[src/rtl/multicycle_control.sv]
// Moore controller sequencing a multi-cycle MIPS datapath (fetch/decode/execute/mem/writeback).
// Outputs decode from the state register, with instr and mem_ready folded in only where needed.
module multicycle_control (
  input  logic        clock,
  input  logic        reset,
  input  logic [31:0] instr,
  input  logic        mem_ready,
  output logic        pc_write,
  output logic        pc_write_cond,
  output logic        invert_zero,
  output logic        iord,
  output logic        mem_read,
  output logic        mem_write,
  output logic        ir_write,
  output logic        reg_dst,
  output logic        mem_to_reg,
  output logic        reg_write,
  output logic        alu_src_a,
  output logic [1:0]  alu_src_b,
  output logic [3:0]  alu_op,
  output logic        rtype,
  output logic [1:0]  pc_source,
  output logic [3:0]  state,
  output logic        illegal,
  output logic        halted
);

  typedef enum logic [3:0] {
    FETCH = 4'd0, DECODE = 4'd1, MEM_ADDR = 4'd2, MEM_READ = 4'd3, MEM_WB = 4'd4,
    MEM_WRITE = 4'd5, R_EXEC = 4'd6, R_WB = 4'd7, BRANCH = 4'd8, JUMP = 4'd9,
    I_EXEC = 4'd10, I_WB = 4'd11, HALT = 4'd12
  } state_t;

  localparam logic [5:0] OP_R = 6'h00, OP_J = 6'h02, OP_BEQ = 6'h04, OP_BNE = 6'h05,
                         OP_ADDI = 6'h08, OP_SLTI = 6'h0a, OP_ANDI = 6'h0c, OP_ORI = 6'h0d,
                         OP_LW = 6'h23, OP_SW = 6'h2b;

  localparam logic [3:0] ALU_ADD = 4'h2, ALU_SUB = 4'h6, ALU_AND = 4'h0,
                         ALU_OR = 4'h1, ALU_SLT = 4'h7;

  state_t     state_q, state_d;
  logic [5:0] opcode;

  assign opcode = instr[31:26];
  assign state  = state_q;

  always_ff @(posedge clock) begin
    if (reset) state_q <= FETCH;
    else       state_q <= state_d;
  end

  always_comb begin
    state_d = state_q;
    case (state_q)
      FETCH:     if (mem_ready) state_d = DECODE;
      DECODE: begin
        if (instr == 32'h0) state_d = HALT;
        else begin
          case (opcode)
            OP_R:                                state_d = R_EXEC;
            OP_LW, OP_SW:                        state_d = MEM_ADDR;
            OP_BEQ, OP_BNE:                      state_d = BRANCH;
            OP_J:                                state_d = JUMP;
            OP_ADDI, OP_SLTI, OP_ANDI, OP_ORI:   state_d = I_EXEC;
            default:                             state_d = FETCH;
          endcase
        end
      end
      MEM_ADDR:  state_d = (opcode == OP_SW) ? MEM_WRITE : MEM_READ;
      MEM_READ:  if (mem_ready) state_d = MEM_WB;
      MEM_WB:    state_d = FETCH;
      MEM_WRITE: if (mem_ready) state_d = FETCH;
      R_EXEC:    state_d = R_WB;
      R_WB:      state_d = FETCH;
      BRANCH:    state_d = FETCH;
      JUMP:      state_d = FETCH;
      I_EXEC:    state_d = I_WB;
      I_WB:      state_d = FETCH;
      HALT:      state_d = HALT;
      default:   state_d = FETCH;
    endcase
  end

  always_comb begin
    pc_write      = 1'b0;
    pc_write_cond = 1'b0;
    invert_zero   = 1'b0;
    iord          = 1'b0;
    mem_read      = 1'b0;
    mem_write     = 1'b0;
    ir_write      = 1'b0;
    reg_dst       = 1'b0;
    mem_to_reg    = 1'b0;
    reg_write     = 1'b0;
    alu_src_a     = 1'b0;
    alu_src_b     = 2'b00;
    alu_op        = ALU_ADD;
    rtype         = 1'b0;
    pc_source     = 2'b00;
    illegal       = 1'b0;
    halted        = 1'b0;
    case (state_q)
      FETCH: begin
        mem_read  = 1'b1;
        alu_src_b = 2'b01;
        ir_write  = mem_ready;
        pc_write  = mem_ready;
      end
      DECODE: begin
        // Branch target is precomputed here so BRANCH only needs the compare.
        alu_src_b = 2'b11;
        if (instr != 32'h0) begin
          case (opcode)
            OP_R, OP_J, OP_BEQ, OP_BNE, OP_ADDI, OP_SLTI,
            OP_ANDI, OP_ORI, OP_LW, OP_SW: illegal = 1'b0;
            default:                       illegal = 1'b1;
          endcase
        end
      end
      MEM_ADDR: begin
        alu_src_a = 1'b1;
        alu_src_b = 2'b10;
      end
      MEM_READ: begin
        iord     = 1'b1;
        mem_read = 1'b1;
      end
      MEM_WB: begin
        mem_to_reg = 1'b1;
        reg_write  = 1'b1;
      end
      MEM_WRITE: begin
        iord      = 1'b1;
        mem_write = 1'b1;
      end
      R_EXEC: begin
        alu_src_a = 1'b1;
        rtype     = 1'b1;
      end
      R_WB: begin
        reg_dst   = 1'b1;
        reg_write = 1'b1;
      end
      BRANCH: begin
        alu_src_a     = 1'b1;
        alu_op        = ALU_SUB;
        pc_write_cond = 1'b1;
        pc_source     = 2'b01;
        invert_zero   = (opcode == OP_BNE);
      end
      JUMP: begin
        pc_write  = 1'b1;
        pc_source = 2'b10;
      end
      I_EXEC: begin
        alu_src_a = 1'b1;
        alu_src_b = 2'b10;
        case (opcode)
          OP_ANDI: alu_op = ALU_AND;
          OP_ORI:  alu_op = ALU_OR;
          OP_SLTI: alu_op = ALU_SLT;
          default: alu_op = ALU_ADD;
        endcase
      end
      I_WB:    reg_write = 1'b1;
      HALT:    halted    = 1'b1;
      default: ;
    endcase
    // Reset aborts any in-flight access: no architectural state may change.
    if (reset) begin
      pc_write      = 1'b0;
      pc_write_cond = 1'b0;
      ir_write      = 1'b0;
      mem_read      = 1'b0;
      mem_write     = 1'b0;
      reg_write     = 1'b0;
    end
  end

endmodule

[config.mk]
export PLATFORM = sky130hd
export DESIGN_NAME = multicycle_control
export DESIGN_NICKNAME = d
export VERILOG_FILES = /design/src/rtl/multicycle_control.sv
export SDC_FILE = /design/constraint.sdc
export NUM_CORES = 1
export LEC_CHECK = 0
export CAP_MARGIN = 15
export CORE_ASPECT_RATIO = 1.2
export CORE_UTILIZATION = 30
export CTS_CLUSTER_SIZE = 12
export DETAILED_ROUTE_END_ITERATION = 6
export GPL_TIMING_DRIVEN = 0
export PLACE_DENSITY = 0.83
export SETUP_SLACK_MARGIN = 0.5
export SLEW_MARGIN = 10
export SYNTH_ARGS = -nofsm -noshare
export SYNTH_HDL_FRONTEND = slang
export SYNTH_SLANG_ARGS = --single-unit
export TNS_END_PERCENT = 50
[constraint.sdc]
create_clock -name clock -period 3.6 [get_ports clock]
set_clock_uncertainty 0.15 [all_clocks]
set_input_delay 0.36 -clock clock [delete_from_list [all_inputs] [get_ports clock]]
set_output_delay 0.36 -clock clock [all_outputs]
set_load 0.005 [all_outputs]
==> metrics.csv <==
stage,metric,value,unit
run_status,outcome,"finished, final reports clean",
power,Static Leakage,0.519,nW
critical_path,worst reg2reg startpoint,state[1]$_SDFFE_PP0P_,
timing,unrepaired setup endpoints after global routing,false,
routing,detailed-route via count,1154,
die,die height,58.0,um
clock_tree,# Post-CTS Setup Buffers,0,
critical_path,worst setup path start,instr[30],
die,Core Area,0.00238,mm2
global_route,GRT Overall Usage,0.201,
routing,Remaining DRCs,0,
layout,Fillers,224,
timing,Final setup viols,0,
placed_design,dpl hpwl,2190,um
layout,Final Cell Area,0.00143,mm2
clock_tree,TritonCTS clock tree,yes,
critical_path,Crit Path Max Fanout,5,
die,Total Die Area,0.00282,mm2
timing,setup TNS,0,ps
critical_path,Crit path required time,3090,ps
global_route,Congestion Overflow GR,0,
timing,Final Slew Violations,0,
routing,DR pass1 iterations,4,
die,Die W,48.6,um
timing,Max Clk Rate,337,MHz
yosys,Synth top area share,0.102,
routing,Iteration-0 DRC Markers,52,
critical_path,worst setup path endpoint,illegal,
flow_run,max-cap check violation count,0,
clock_tree,cts hold-fix bufs,0,
critical_path,Critical Path Sink Type,output port,
critical_path,R2R Path End,state[2]$_SDFFE_PP0P_,
routing,Routed Antenna Nets,0,
critical_path,reg2reg setup slack,1730,ps
placed_design,number of placed cells counting well taps,206,
yosys,Synth Cell Area,783,um2
clock_tree,# H-tree levels,1,
critical_path,crit path kind,in -> out,
timing,period utilization,0.824,
global_route,vias in the first global route,1088,
power,Final Power,0.311,mW
die,initial core utilization,0.329,
placed_design,number of port buffers,58,
yosys,Post-synth EDFFs,0,
clock_tree,CTS max path bufs,2,
timing,Fin. Hold Viols,0,
yosys,syn avg cell area,6.69,um2
yosys,Synth area leader,dfxtp_1,
placed_design,area post-placement,0.00140,mm2
yosys,Gate Count Post-Synth,117,
placed_design,placer's final routability congestion estimate,0.888,
power,worst vdd ir,0.132,mV
yosys,Commonest cells post-synth,"10 x nand2b_1, 10 x nor2_1, 7 x a21oi_1, 7 x nor3_1, 6 x nor4_1",
routing,vias per cell,5.52,
power,power per cell area,218,mW/mm2
timing,final hold slack,443,ps
yosys,Most used DFF post-synth,dfxtp_1,
layout,layout cell share with drive strength beyond 1,0.0899,
clock_tree,CTS buffer count,3,
layout,post-route non-filler standard cell count,209,
layout,ant diodes,0,
layout,max reg flops,4,
clock_tree,clock latency on the worst-skew pair,240,ps
die,Boundary Pins,61,
yosys,post-synthesis sequential area ratio,0.102,
clock_tree,# clock sinks,4,
layout,Area Overhead vs Synth,82.6,%
layout,Nets,215,
critical_path,Critical Path Source Type,input pin,
clock_tree,clock slew at reported path FFs,40,ps
yosys,Synth Register Bits,4,
critical_path,FF-to-FF path depth,6,
worst_hold_path,worst min-delay path category,in -> reg,
yosys,"Distinct cells, synth",44,
routing,drt total wl,2710,um
yosys,post-synth net total,152,
clock_tree,cts repair resizes,0,
global_route,first-pass GRT wire length,4500,um
global_route,largest net degree at the start of global routing,11,
routing,drt wl/cell,12.9,um
timing,minimum clock period,2970,ps
clock_tree,clock root buffer master,clkbuf_4,
die,std cell rows,19,
yosys,async set-or-reset flop fraction in the synthesized netlist,0,
yosys,yosys warns,0,
critical_path,CP arrival,2460,ps
yosys,Synth area leaders,"dfxtp_1 10%, nand2b_1 8.0%, nor2_1 4.8%",
global_route,antenna violations before repair,0,
-- cell families (layout without fill, tap and decap cells) --
family,count (synthesis),count (layout),synth area share
buf+inv,14,75,0.0846
other cells,1,1,0.00479
simple gates,67,67,0.527
xor+xnor,2,2,0.0224
mux,1,1,0.0128
compound gates,28,28,0.246
flops,4,4,0.102
-- how the worst min path moves through the flow --
stage | slack (ps) | depth (start not counted) | endpoint | from
after floorplan | 380 | 2 | state[1]$_SDFFE_PP0P_ | instr[30]
after global placement | 520 | 2 | state[1]$_SDFFE_PP0P_ | state[3]$_SDFFE_PP0P_
after detailed placement | 530 | 2 | state[1]$_SDFFE_PP0P_ | state[3]$_SDFFE_PP0P_
after CTS | 450 | 2 | state[2]$_SDFFE_PP0P_ | reset
after global routing | 490 | 2 | state[2]$_SDFFE_PP0P_ | reset
final | 440 | 2 | state[2]$_SDFFE_PP0P_ | reset
-- routing by layer --
layer  vias up  share of wire  wire length, um  GRT usage
li1        565              -                -          -
met1       508           0.40             1080      0.228
met2        75           0.50             1360      0.369
met4         0          0.019               51     0.0798
met5         -              0                0          0
met3         6          0.078              211     0.0367
-- final cells by class --
cell class / count / area (um2) / area share
inverters: 4 / 15.0 / 0.0105
plain buffers: 10 / 51.3 / 0.0359
flip-flops and latches: 4 / 80.1 / 0.0560
clock buffers: 3 / 22.5 / 0.0157
multi-input cells: 99 / 637 / 0.445
well taps: 31 / 38.8 / 0.0271
repair buffers: 58 / 586 / 0.409
-- critical path, stage by stage --
cell and delay (ps):
clkdlybuf4s50_1 490, or3_4 380, or4_4 440, nor3_4 240, a211oi_1 90, clkdlybuf4s50_1 460
-- per-stage QoR --
| step | setup WS (ps) | utilization |
|---|---|---|
| finish | 633 | 0.602 |
| global route | 559 | 0.602 |
| CTS | 535 | 0.599 |
| detailed placement | 541 | 0.590 |
| global placement | 577 | 0.590 |
| floorplan | 1640 | - |
-- power breakdown --
part	switching (mW)	internal, mW	total [mW]	leakage, nW
Combinational	0.0883	0.116	0.204	0.473
Sequential	0.00219	0.0493	0.0515	0.0326
Clock	0.0187	0.0373	0.0560	0.0138
Total	0.109	0.202	0.311	0.519
-- cell usage in the layout (no fill, tap or decap), drive strengths merged, types with 3 or more instances in the layout --
cell type,count
nor2,10
clkbuf,7
inv,4
buf,6
clkdlybuf4s50,56
nor3,8
nor4,6
dfxtp,4
a21oi,7
nand3,3
nor2b,4
or4,3
nand2,5
o21ai,4
nand2b,10
nand3b,3
No activity file was read; power rests on OpenSTA's default activity.
==> patch: new RTL, same flow settings <==
Make the reset (`reset`) asynchronous in one clocked block.
--- a/src/rtl/multicycle_control.sv
+++ b/src/rtl/multicycle_control.sv
@@ -44,7 +44,7 @@
   assign opcode = instr[31:26];
   assign state  = state_q;
 
-  always_ff @(posedge clock) begin
+  always_ff @(posedge clock or posedge reset) begin
     if (reset) state_q <= FETCH;
     else       state_q <= state_d;
   end
Behaviour: differs if reset is asserted again (counterexample within 4 cycles, from zero or initial values and one cycle with reset high); with reset held inactive, the same outputs for 10 cycles.
==> patch against the original RTL <==
Synthesized cell count shrank 7.7%; sequential cell count stayed put; cell count decreased by 4.3%; cell area fell by 3.3%; routed wire length decreased by 12%; setup slack improved by 0.33 ns; via count fell by 7.9%; synthesized area down 5.4%; core utilization decreased by 0.20 points; global-route usage down 1.2 points.
Power is not compared: it rests on default switching activity, and its combinational part moved more than twofold at a synthesized area within 25%.
==> patch: results (changes against the original RTL) <==
Logic synthesis
  – Commonest cells post-synth: 11 x nor2_1, 8 x a21oi_1, 8 x nor3_1, 8 x nor4_1, 5 x o21ai_0
  – Mapped Nets: 143 (-5.9%)
  – Xor-xnor portion of the synthesized cell area: 1.18% (-1.1 points)
  – Average size of a mapped cell: 6.86 sq um (+2.4%)
  – Fraction of synthesized area in multiplexers: 2.70% (+1.4 points)
  – Synth top area cells: dfrtp_1 14%, nor4_1 6.8%, nor2_1 5.6%, a21oi_1 5.4%, nor3_1 5.4%
  – Async S/R FF share, synth: 100% (+100 points)
  – Post-synth cell types: 42 (-4.5%)
  – Synth Area in Compound Gates: 21.6% (-3.0 points)
  – Register area share after synthesis: 13.5% (+3.3 points)

Clocking
  – CTS Buf Count: 3 (unchanged)
  – Worst-case clock buffer depth: 2 (unchanged)
  – Clk_lat worst skew: 0.22 ns (-0.02 ns)
  – Setup bufs post-CTS: 0 (unchanged)
  – # H-tree levels: 1 (unchanged)

Route
  – DRT iter0 DRCs: 9 (-83%)
  – DR WL/cell: 11.9 um (-8.4%)
  – Met3 wire len: 182 um (-14%)
  – DR WL met2: 1.19 mm (-13%)
  – Final WL: 2.37 mm (-12%)
  – Via/cell ratio: 5.32 (-3.7%)
  – Top sig layer: met4
  – Metal-1 WL: 989 um (-8.5%)

Status
  – Status: completed

Cells and area
  – Inserted Diodes: 0 (unchanged)
  – Layout cells sized above 1: 7.69% (-1.3 points)
  – Filler cells: 217 (-3.1%)
  – Final net count: 206 (-4.2%)

Critical path
  – Biggest cell delay along the critical path: 0.52 ns (+0.03 ns)
  – Arr. time, crit path: 2.13 ns (-0.33 ns)
  – Crit Path Max Fanout: 10 (+5)
  – Reg-to-reg setup timing slack: 1.88 ns (+0.15 ns)
  – Critical Path Sink: alu_op[2]
  – Cell family with most CP delay: buffers and inverters
  – Reg2reg start: state[1]$_DFFE_PP0P_
  – R2R depth: 3 (-3)
  – Worst reg2reg endpoint: state[3]$_DFFE_PP0P_
  – Critical path launch point: instr[27]

Min path
  – Hold Crit Class: input pin to asynchronous set/reset pin

GRT
  – Vias in the first global route: 970 (-11%)
  – Overall Global Routing Usage: 18.8% (-1.2 points)
  – First-pass GRT wire length: 3.89 mm (-13%)
  – Pin count of the biggest net entering global routing: 11 (unchanged)

Placement
  – Placed insts: 197 (-4.4%)
  – Routability congestion estimate: 0.844 (-5.0%)
  – HPWL after DPL: 1.95 mm (-11%)

Timing
  – Hold WS: 0.334 ns (-0.109 ns)
patch: routing by layer:
layer	up-vias	global-route usage (%)
met3	2	2.57
met5	-	0
met1	480	24.3
met2	51	31.7
li1	530	-
met4	0	4.49
patch: logic make-up after synthesis:
logic type,count (synthesis)
AO/OA/AOI/OAI,25
XOR/XNOR,1
buffers and inverters,13
flip-flops,4
multiplexers,2
other,1
AND/OR/NAND/NOR,62
patch: worst reg2reg max path: stages (launching register included):
cell     delay (ns)
dfrtp_1        0.47
or4b_4         0.61
o32ai_1        0.22
and3_1         0.20
patch: how the worst min path moves through the flow:
stage	from	end
floorplan	reset	state[0]$_DFFE_PP0P_
global placement	reset	state[2]$_DFFE_PP0P_
detailed placement	reset	state[2]$_DFFE_PP0P_
CTS	reset	state[2]$_DFFE_PP0P_
global route	reset	state[2]$_DFFE_PP0P_
finish	reset	state[0]$_DFFE_PP0P_
patch: layout make-up:
class | instances | area [sq um] | share of cell area (%)
multi-input combinational | 91 | 569 | 41.2
clock buffer | 3 | 22.5 | 1.63
buffer | 10 | 60.1 | 4.34
sequential | 4 | 100 | 7.24
tap | 31 | 38.8 | 2.81
inverter | 3 | 11.3 | 0.814
timing repair buffer | 58 | 581 | 42.0
patch: stage by stage:
stage	setup slack (ns)	instance area (sq um)	total power (uW)	util [%]
floorplan	1.82	741	292	-
global placement	0.970	1360	488	59.0
detailed placement	0.948	1360	495	59.0
CTS	0.953	1380	550	60.0
global route	0.831	1380	595	60.0
finish	0.963	1380	548	60.0
patch: power breakdown:
| part | switching, uW | internal, uW | leakage, uW |
|---|---|---|---|
| combinational | 189 | 233 | 0.000425 |
| clock | 15.1 | 37.1 | 0.0000138 |
| sequential | 15.2 | 58.7 | 0.0000534 |
